## src/rtl/multicycle_control_fsm_pkg.sv

```systemverilog
// Shared definitions for the multi-cycle RISC-V control unit: opcodes,
// ALU operation codes, FSM states and datapath select encodings.
package multicycle_control_fsm_pkg;

  localparam logic [6:0] OP_R      = 7'b0110011;
  localparam logic [6:0] OP_I      = 7'b0010011;
  localparam logic [6:0] OP_LOAD   = 7'b0000011;
  localparam logic [6:0] OP_STORE  = 7'b0100011;
  localparam logic [6:0] OP_BRANCH = 7'b1100011;
  localparam logic [6:0] OP_JAL    = 7'b1101111;
  localparam logic [6:0] OP_LUI    = 7'b0110111;
  localparam logic [6:0] OP_AUIPC  = 7'b0010111;

  typedef enum logic [3:0] {
    ALU_ADD  = 4'd0,  ALU_SUB  = 4'd1,  ALU_SLL  = 4'd2,  ALU_SLT  = 4'd3,
    ALU_SLTU = 4'd4,  ALU_XOR  = 4'd5,  ALU_SRL  = 4'd6,  ALU_SRA  = 4'd7,
    ALU_OR   = 4'd8,  ALU_AND  = 4'd9,  ALU_BNE  = 4'd10, ALU_BLT  = 4'd11,
    ALU_BGE  = 4'd12, ALU_BLTU = 4'd13, ALU_BGEU = 4'd14
  } aluop_t;

  typedef enum logic [3:0] {
    S_IDLE, S_FETCH, S_DECODE, S_MEM_ADDR, S_MEM_READ, S_MEM_WB, S_MEM_WRITE,
    S_EXEC_R, S_EXEC_I, S_EXEC_LUI, S_ALU_WB, S_BRANCH, S_JAL, S_TRAP
  } state_t;

  // Which decode table the ALU op decoder applies in the current state.
  typedef enum logic [1:0] {DEC_ADD, DEC_ALU, DEC_BRANCH} dec_sel_t;

  localparam logic [1:0] SRCA_PC     = 2'b00;
  localparam logic [1:0] SRCA_OLDPC  = 2'b01;
  localparam logic [1:0] SRCA_RS1    = 2'b10;
  localparam logic [1:0] SRCA_ZERO   = 2'b11;

  localparam logic [1:0] SRCB_RS2    = 2'b00;
  localparam logic [1:0] SRCB_IMM    = 2'b01;
  localparam logic [1:0] SRCB_FOUR   = 2'b10;

  localparam logic [1:0] RES_ALUOUT  = 2'b00;
  localparam logic [1:0] RES_MEMDATA = 2'b01;
  localparam logic [1:0] RES_ALURES  = 2'b10;

  localparam logic [2:0] IMM_I = 3'b000;
  localparam logic [2:0] IMM_S = 3'b001;
  localparam logic [2:0] IMM_B = 3'b010;
  localparam logic [2:0] IMM_J = 3'b011;
  localparam logic [2:0] IMM_U = 3'b100;

  function automatic logic [2:0] imm_sel(input logic [6:0] opcode);
    case (opcode)
      OP_STORE:         return IMM_S;
      OP_BRANCH:        return IMM_B;
      OP_JAL:           return IMM_J;
      OP_LUI, OP_AUIPC: return IMM_U;
      default:          return IMM_I;
    endcase
  endfunction

endpackage

```

## src/rtl/multicycle_control_fsm_alu_op_decoder.sv

```systemverilog
// Combinational ALU operation decoder: arithmetic/logic ops for R/I types,
// comparison ops for branches, plain ADD for address/PC arithmetic.
module alu_op_decoder
  import multicycle_control_fsm_pkg::*;
(
  input  logic [6:0] opcode,
  input  logic [2:0] funct3,
  input  logic       funct7_5,
  input  dec_sel_t   sel,
  output aluop_t     alu_op,
  output logic       branch_illegal
);

  always_comb begin
    alu_op         = ALU_ADD;
    branch_illegal = (funct3 == 3'b010) || (funct3 == 3'b011);
    case (sel)
      DEC_ALU: begin
        case (funct3)
          3'b000:  alu_op = ((opcode == OP_R) && funct7_5) ? ALU_SUB : ALU_ADD;
          3'b001:  alu_op = ALU_SLL;
          3'b010:  alu_op = ALU_SLT;
          3'b011:  alu_op = ALU_SLTU;
          3'b100:  alu_op = ALU_XOR;
          3'b101:  alu_op = funct7_5 ? ALU_SRA : ALU_SRL;
          3'b110:  alu_op = ALU_OR;
          default: alu_op = ALU_AND;
        endcase
      end
      DEC_BRANCH: begin
        case (funct3)
          3'b000:  alu_op = ALU_SUB;
          3'b001:  alu_op = ALU_BNE;
          3'b100:  alu_op = ALU_BLT;
          3'b101:  alu_op = ALU_BGE;
          3'b110:  alu_op = ALU_BLTU;
          3'b111:  alu_op = ALU_BGEU;
          default: alu_op = ALU_ADD;
        endcase
      end
      default: alu_op = ALU_ADD;
    endcase
  end

endmodule

```

## src/rtl/multicycle_control_fsm.sv

```systemverilog
// Multi-cycle RISC-V control unit: sequences fetch/decode/execute/memory/
// writeback, drives datapath selects and the shared memory handshake.
module multicycle_control_fsm
  import multicycle_control_fsm_pkg::*;
#(
  parameter int unsigned ALUOP_W = 4
) (
  input  logic               clk,
  input  logic               rst_n,
  input  logic [31:0]        instr,
  input  logic               zero,
  input  logic               mem_ready,
  output logic [ALUOP_W-1:0] alu_op,
  output logic [1:0]         alu_src_a,
  output logic [1:0]         alu_src_b,
  output logic [1:0]         result_src,
  output logic [2:0]         imm_src,
  output logic               adr_src,
  output logic               pc_write,
  output logic               ir_write,
  output logic               reg_write,
  output logic               mem_req,
  output logic               mem_we,
  output logic               illegal_instr
);

  state_t     state, state_nx;
  dec_sel_t   dec_sel;
  aluop_t     dec_op;
  logic       br_illegal;
  logic       br_taken;
  logic [6:0] opcode;
  logic [2:0] funct3;
  logic       unused_instr_bits;

  assign opcode            = instr[6:0];
  assign funct3            = instr[14:12];
  assign unused_instr_bits = ^{instr[31], instr[29:15], instr[11:7]};

  alu_op_decoder u_alu_op_decoder (
    .opcode         (opcode),
    .funct3         (funct3),
    .funct7_5       (instr[30]),
    .sel            (dec_sel),
    .alu_op         (dec_op),
    .branch_illegal (br_illegal)
  );

  assign alu_op = ALUOP_W'(dec_op);

  // Gated so that the whole output set reads zero while reset is held.
  assign imm_src = rst_n ? imm_sel(opcode) : IMM_I;

  // BEQ compares via SUB and BNE yields 1 on equality, so both take on zero.
  assign br_taken = ((funct3 == 3'b000) || (funct3 == 3'b001)) ? zero : ~zero;

  always_ff @(posedge clk or negedge rst_n) begin
    if (!rst_n) state <= S_IDLE;
    else        state <= state_nx;
  end

  always_comb begin
    state_nx      = state;
    dec_sel       = DEC_ADD;
    alu_src_a     = SRCA_PC;
    alu_src_b     = SRCB_RS2;
    result_src    = RES_ALUOUT;
    adr_src       = 1'b0;
    pc_write      = 1'b0;
    ir_write      = 1'b0;
    reg_write     = 1'b0;
    mem_req       = 1'b0;
    mem_we        = 1'b0;
    illegal_instr = 1'b0;
    case (state)
      S_IDLE: state_nx = S_FETCH;
      S_FETCH: begin
        mem_req    = 1'b1;
        alu_src_a  = SRCA_PC;
        alu_src_b  = SRCB_FOUR;
        result_src = RES_ALURES;
        pc_write   = mem_ready;
        ir_write   = mem_ready;
        if (mem_ready) state_nx = S_FETCH == state ? S_DECODE : state;
      end
      S_DECODE: begin
        alu_src_a = SRCA_OLDPC;
        alu_src_b = SRCB_IMM;
        case (opcode)
          OP_LOAD, OP_STORE: state_nx = S_MEM_ADDR;
          OP_R:              state_nx = S_EXEC_R;
          OP_I:              state_nx = S_EXEC_I;
          OP_BRANCH:         state_nx = br_illegal ? S_TRAP : S_BRANCH;
          OP_JAL:            state_nx = S_JAL;
          OP_LUI:            state_nx = S_EXEC_LUI;
          OP_AUIPC:          state_nx = S_ALU_WB;
          default:           state_nx = S_TRAP;
        endcase
      end
      S_MEM_ADDR: begin
        alu_src_a = SRCA_RS1;
        alu_src_b = SRCB_IMM;
        state_nx  = (opcode == OP_STORE) ? S_MEM_WRITE : S_MEM_READ;
      end
      S_MEM_READ: begin
        mem_req = 1'b1;
        adr_src = 1'b1;
        if (mem_ready) state_nx = S_MEM_WB;
      end
      S_MEM_WB: begin
        result_src = RES_MEMDATA;
        reg_write  = 1'b1;
        state_nx   = S_FETCH;
      end
      S_MEM_WRITE: begin
        mem_req = 1'b1;
        mem_we  = 1'b1;
        adr_src = 1'b1;
        if (mem_ready) state_nx = S_FETCH;
      end
      S_EXEC_R: begin
        dec_sel   = DEC_ALU;
        alu_src_a = SRCA_RS1;
        alu_src_b = SRCB_RS2;
        state_nx  = S_ALU_WB;
      end
      S_EXEC_I: begin
        dec_sel   = DEC_ALU;
        alu_src_a = SRCA_RS1;
        alu_src_b = SRCB_IMM;
        state_nx  = S_ALU_WB;
      end
      S_EXEC_LUI: begin
        alu_src_a = SRCA_ZERO;
        alu_src_b = SRCB_IMM;
        state_nx  = S_ALU_WB;
      end
      S_ALU_WB: begin
        result_src = RES_ALUOUT;
        reg_write  = 1'b1;
        state_nx   = S_FETCH;
      end
      S_BRANCH: begin
        dec_sel    = DEC_BRANCH;
        alu_src_a  = SRCA_RS1;
        alu_src_b  = SRCB_RS2;
        result_src = RES_ALUOUT;
        pc_write   = br_taken;
        state_nx   = S_FETCH;
      end
      S_JAL: begin
        alu_src_a  = SRCA_OLDPC;
        alu_src_b  = SRCB_FOUR;
        result_src = RES_ALUOUT;
        pc_write   = 1'b1;
        state_nx   = S_ALU_WB;
      end
      S_TRAP: begin
        illegal_instr = 1'b1;
        state_nx      = S_TRAP;
      end
      default: state_nx = S_IDLE;
    endcase
  end

endmodule

```

## config.mk

```make
export PLATFORM = sky130hd
export DESIGN_NAME = multicycle_control_fsm
export DESIGN_NICKNAME = d
export VERILOG_FILES = /design/src/rtl/multicycle_control_fsm_pkg.sv /design/src/rtl/multicycle_control_fsm_alu_op_decoder.sv /design/src/rtl/multicycle_control_fsm.sv
export SDC_FILE = /design/constraint.sdc
export NUM_CORES = 1
export LEC_CHECK = 0
export BUFFER_PORTS_ARGS = -buffer_cell sky130_fd_sc_hd__buf_2
export CORE_MARGIN = 1
export CORE_UTILIZATION = 47
export DETAILED_ROUTE_END_ITERATION = 16
export PLACE_DENSITY_LB_ADDON = 0.25
export SYNTH_ARGS = -nofsm -noshare
export SYNTH_HDL_FRONTEND = slang
export SYNTH_HIERARCHICAL = 1
export SYNTH_SLANG_ARGS = --single-unit
```

## constraint.sdc

```tcl
create_clock -name clk -period 3.5 [get_ports clk]
set_clock_uncertainty 0.2 [all_clocks]
set_input_delay 0.175 -clock clk [delete_from_list [all_inputs] [get_ports clk]]
set_output_delay 0.175 -clock clk [all_outputs]
set_load 0.01 [all_outputs]
```

==> results.yml <==
worst_setup_path:
  rr_startpoint: "state[0]"
  reg2reg_to: "state[1]"
  crit_arrival_ns: 2.55
  cp-end-kind: "output pin"
  crit_cells: 8
  cp_slowest_cell: "dfrtp_1"
  path_max_fanout: 19
  ff2ff_setup_slack_ns: 1.42
  cp_top_family: "flip-flops"
  critPathKind: "flop to output pin"
  crit_chain: "nand2b_1 > o31ai_1 > inv_1 > ha_1 > and4bb_1 > a221o_1 > a211oi_2 > buf_2"
  r2r_cells: 4
  cp-start-kind: "flop"
  required_ns: 3.12
  crit_buf_inv: 2
  crit_path_max_incr_delay_ns: 0.69
yosys:
  syn_nets: 171
  synth_largest_area_cell: "dfrtp_1"
  synth-seq-area-share_pct: 10.4
  syn_area_per_cell_um2: 7.25
  synth_warnings: 6
  synthesis.area_um2: 965
  synth_top_area_share_pct: 10.4
  yosys.cell_count.top_type: "nor2_1"
  synth_ff_type: "dfrtp_1"
  ys_ff_latch: 4
  synth_edf_count: 0
  synth_common_cells: "nor2_1 (13), nand2b_1 (9), nor3_1 (9)"
  syn_inst: 133
  async_flop_share_pct: 100
  yosys.cell_types.count: 52
  synth_area_leaders: "dfrtp_1 (10%), nand2b_1 (5.8%), nor2_1 (5.1%), nor3_1 (4.7%), buf_6 (3.5%)"
power_and_ir_drop:
  powerDensity_mw_per_mm2: 594
  leakagePower_nw: 0.495
  power_uw: 674
  max-vdd-ir-drop_mv: 0.299
status:
  status: "finished, final reports clean"
clock_network:
  htreeDepth: 1
  cts_resized: 0
  cts.sinks: 4
  cts.path.max_buffers: 2
  clock-root-buffer: "clkbuf_4"
  cts_tree: "done"
  holdBufCountCts: 1
  insertion_delay_ns: 0.24
  cts_buffers: 3
  cts_setup_buffers: 0
  clk_pin_slew_ns: 0.04
min_path:
  hold_path.class: "input port to flop"
  hold_path_end: "state[0]"
  hold_depth: 2
  holdCritStartpoint: "mem_ready"
job:
  drv_cap: 0
cells_and_area:
  diodes: 0
  fin_nets: 200
  reg_top3: "state x4"
  largest_reg_flops: 4
  synthToLayoutAreaGrowth_pct: 17.6
  regMostFlops: "state"
  multiInputGateArea_um2: 772
  fillCellCount: 190
  regArea_um2: 100
  drive_gt1_share_pct: 30.0
  fin_area_mm2: 0.00113
timing:
  setup_slack_ns: 0.571
  fmax_mhz: 341
  fin_crit_ns: 2.93
  hold_violations: 0
  setup_tns_ns: 0
  timing.max_slew.rel_slack_pct: 59.7
  final_max_slew_viol_count: 0
  rsz0062_at_grt: "no"
  finalSetupViolCount: 0
  holdWs_ns: 0.0478
  tightest_slew_ns: 0.605
  period_share_pct: 83.7
floorplan:
  die_h_um: 47.3
  rows: 16
  die_area_mm2: 0.00224
  chipWidth_um: 47.3
  start_util_pct: 49.7
  io_pins: 56
  coreArea_mm2: 0.00194
placement:
  globalplace.congestion: 0.739
  pre_cts_ws_ns: 0.834
  io_buffers: 34
  place_area_mm2: 0.00110
  dpl.hpwl_mm: 1.70
global_routing:
  grt_pass1_wl_mm: 3.46
  grt_pass1_vias: 786
  antenna_found_initial: 0
  grt_max_degree: 22
  gr-total-overflow: 0
  grt_usage_pct: 21.1
routing:
  drt.antenna.violating_nets: 0
  detail_route.wl_per_cell_um: 12.4
  drt_iter0_markers: 22
  vias: 1098
  dr.pass1.iters: 4
  vias_per_cell: 5.87
  drc: 0
  routed_wl_mm: 2.32
[layer usage]
| layer | vias up | global-route usage [%] | part of all wire, % | wire length [um] |
|---|---|---|---|---|
| met2 | 35 | 34.8 | 50 | 1150 |
| met1 | 510 | 28.3 | 45 | 1050 |
| met4 | 0 | 8.57 | 1.6 | 38 |
| met3 | 7 | 1.15 | 3.7 | 85 |
| li1 | 546 | - | - | - |
| met5 | - | 0 | 0 | 0 |
[final cells by class]
type	count	share of cell area, %
flip-flops and latches	4	8.82
clock buffers	3	1.98
well taps	27	2.98
inverters	7	2.32
multi-input cells	111	68.0
repair buffers	35	15.9
[where the power goes]
| part | switching, mW | internal [mW] |
|---|---|---|
| clock network | 0.0228 | 0.0386 |
| registers | 0.0955 | 0.0661 |
| logic | 0.232 | 0.219 |
| total | 0.350 | 0.324 |
[kinds of logic (layout without fill, tap and decap cells)]
kind of cell	after synthesis	after routing	synth area share, %
buffers and inverters	18	45	9.60
AOI/OAI and AO/OA	37	37	28.5
muxes	1	1	1.04
and+or+nand+nor	67	67	44.2
adders and majority gates	2	2	2.59
xor gates and xnor gates	4	4	3.63
DFF	4	4	10.4
[cells in the final DEF, fill, tap and decap left out, types with 2 or more instances in the layout]
master / count
buf_2: 34
nor2_1: 13
nand2b_1: 9
nor3_1: 9
nand2_1: 8
inv_1: 7
a21oi_1: 6
nor2b_1: 5
o21ai_0: 5
dfrtp_1: 4
nand4b_1: 3
o31ai_1: 3
o22ai_1: 3
xnor2_1: 3
clkbuf_4: 3
a32oi_1: 2
nand3b_1: 2
and3b_1: 2
nor3b_1: 2
o21bai_1: 2
o21ai_1: 2
and2_2: 2
ha_1: 2
[worst max path at each step]
stage | startpoint | end | slack [ns]
finish | state[2] | alu_op[0] | 0.57
global route | state[2] | alu_op[0] | 0.38
CTS | state[2] | alu_op[0] | 0.57
detailed placement | state[2] | alu_op[0] | 0.83
global placement | state[2] | alu_op[0] | 0.89
floorplan | state[1] | alu_op[0] | 1.04
[per-stage QoR]
step | instances | utilization [%]
finish | 187 | 58.4
detailed placement | 183 | 56.8
floorplan | 133 | -
global route | 187 | 58.4
global placement | 183 | 56.8
CTS | 187 | 58.4
(Power assumes the default switching activity.)
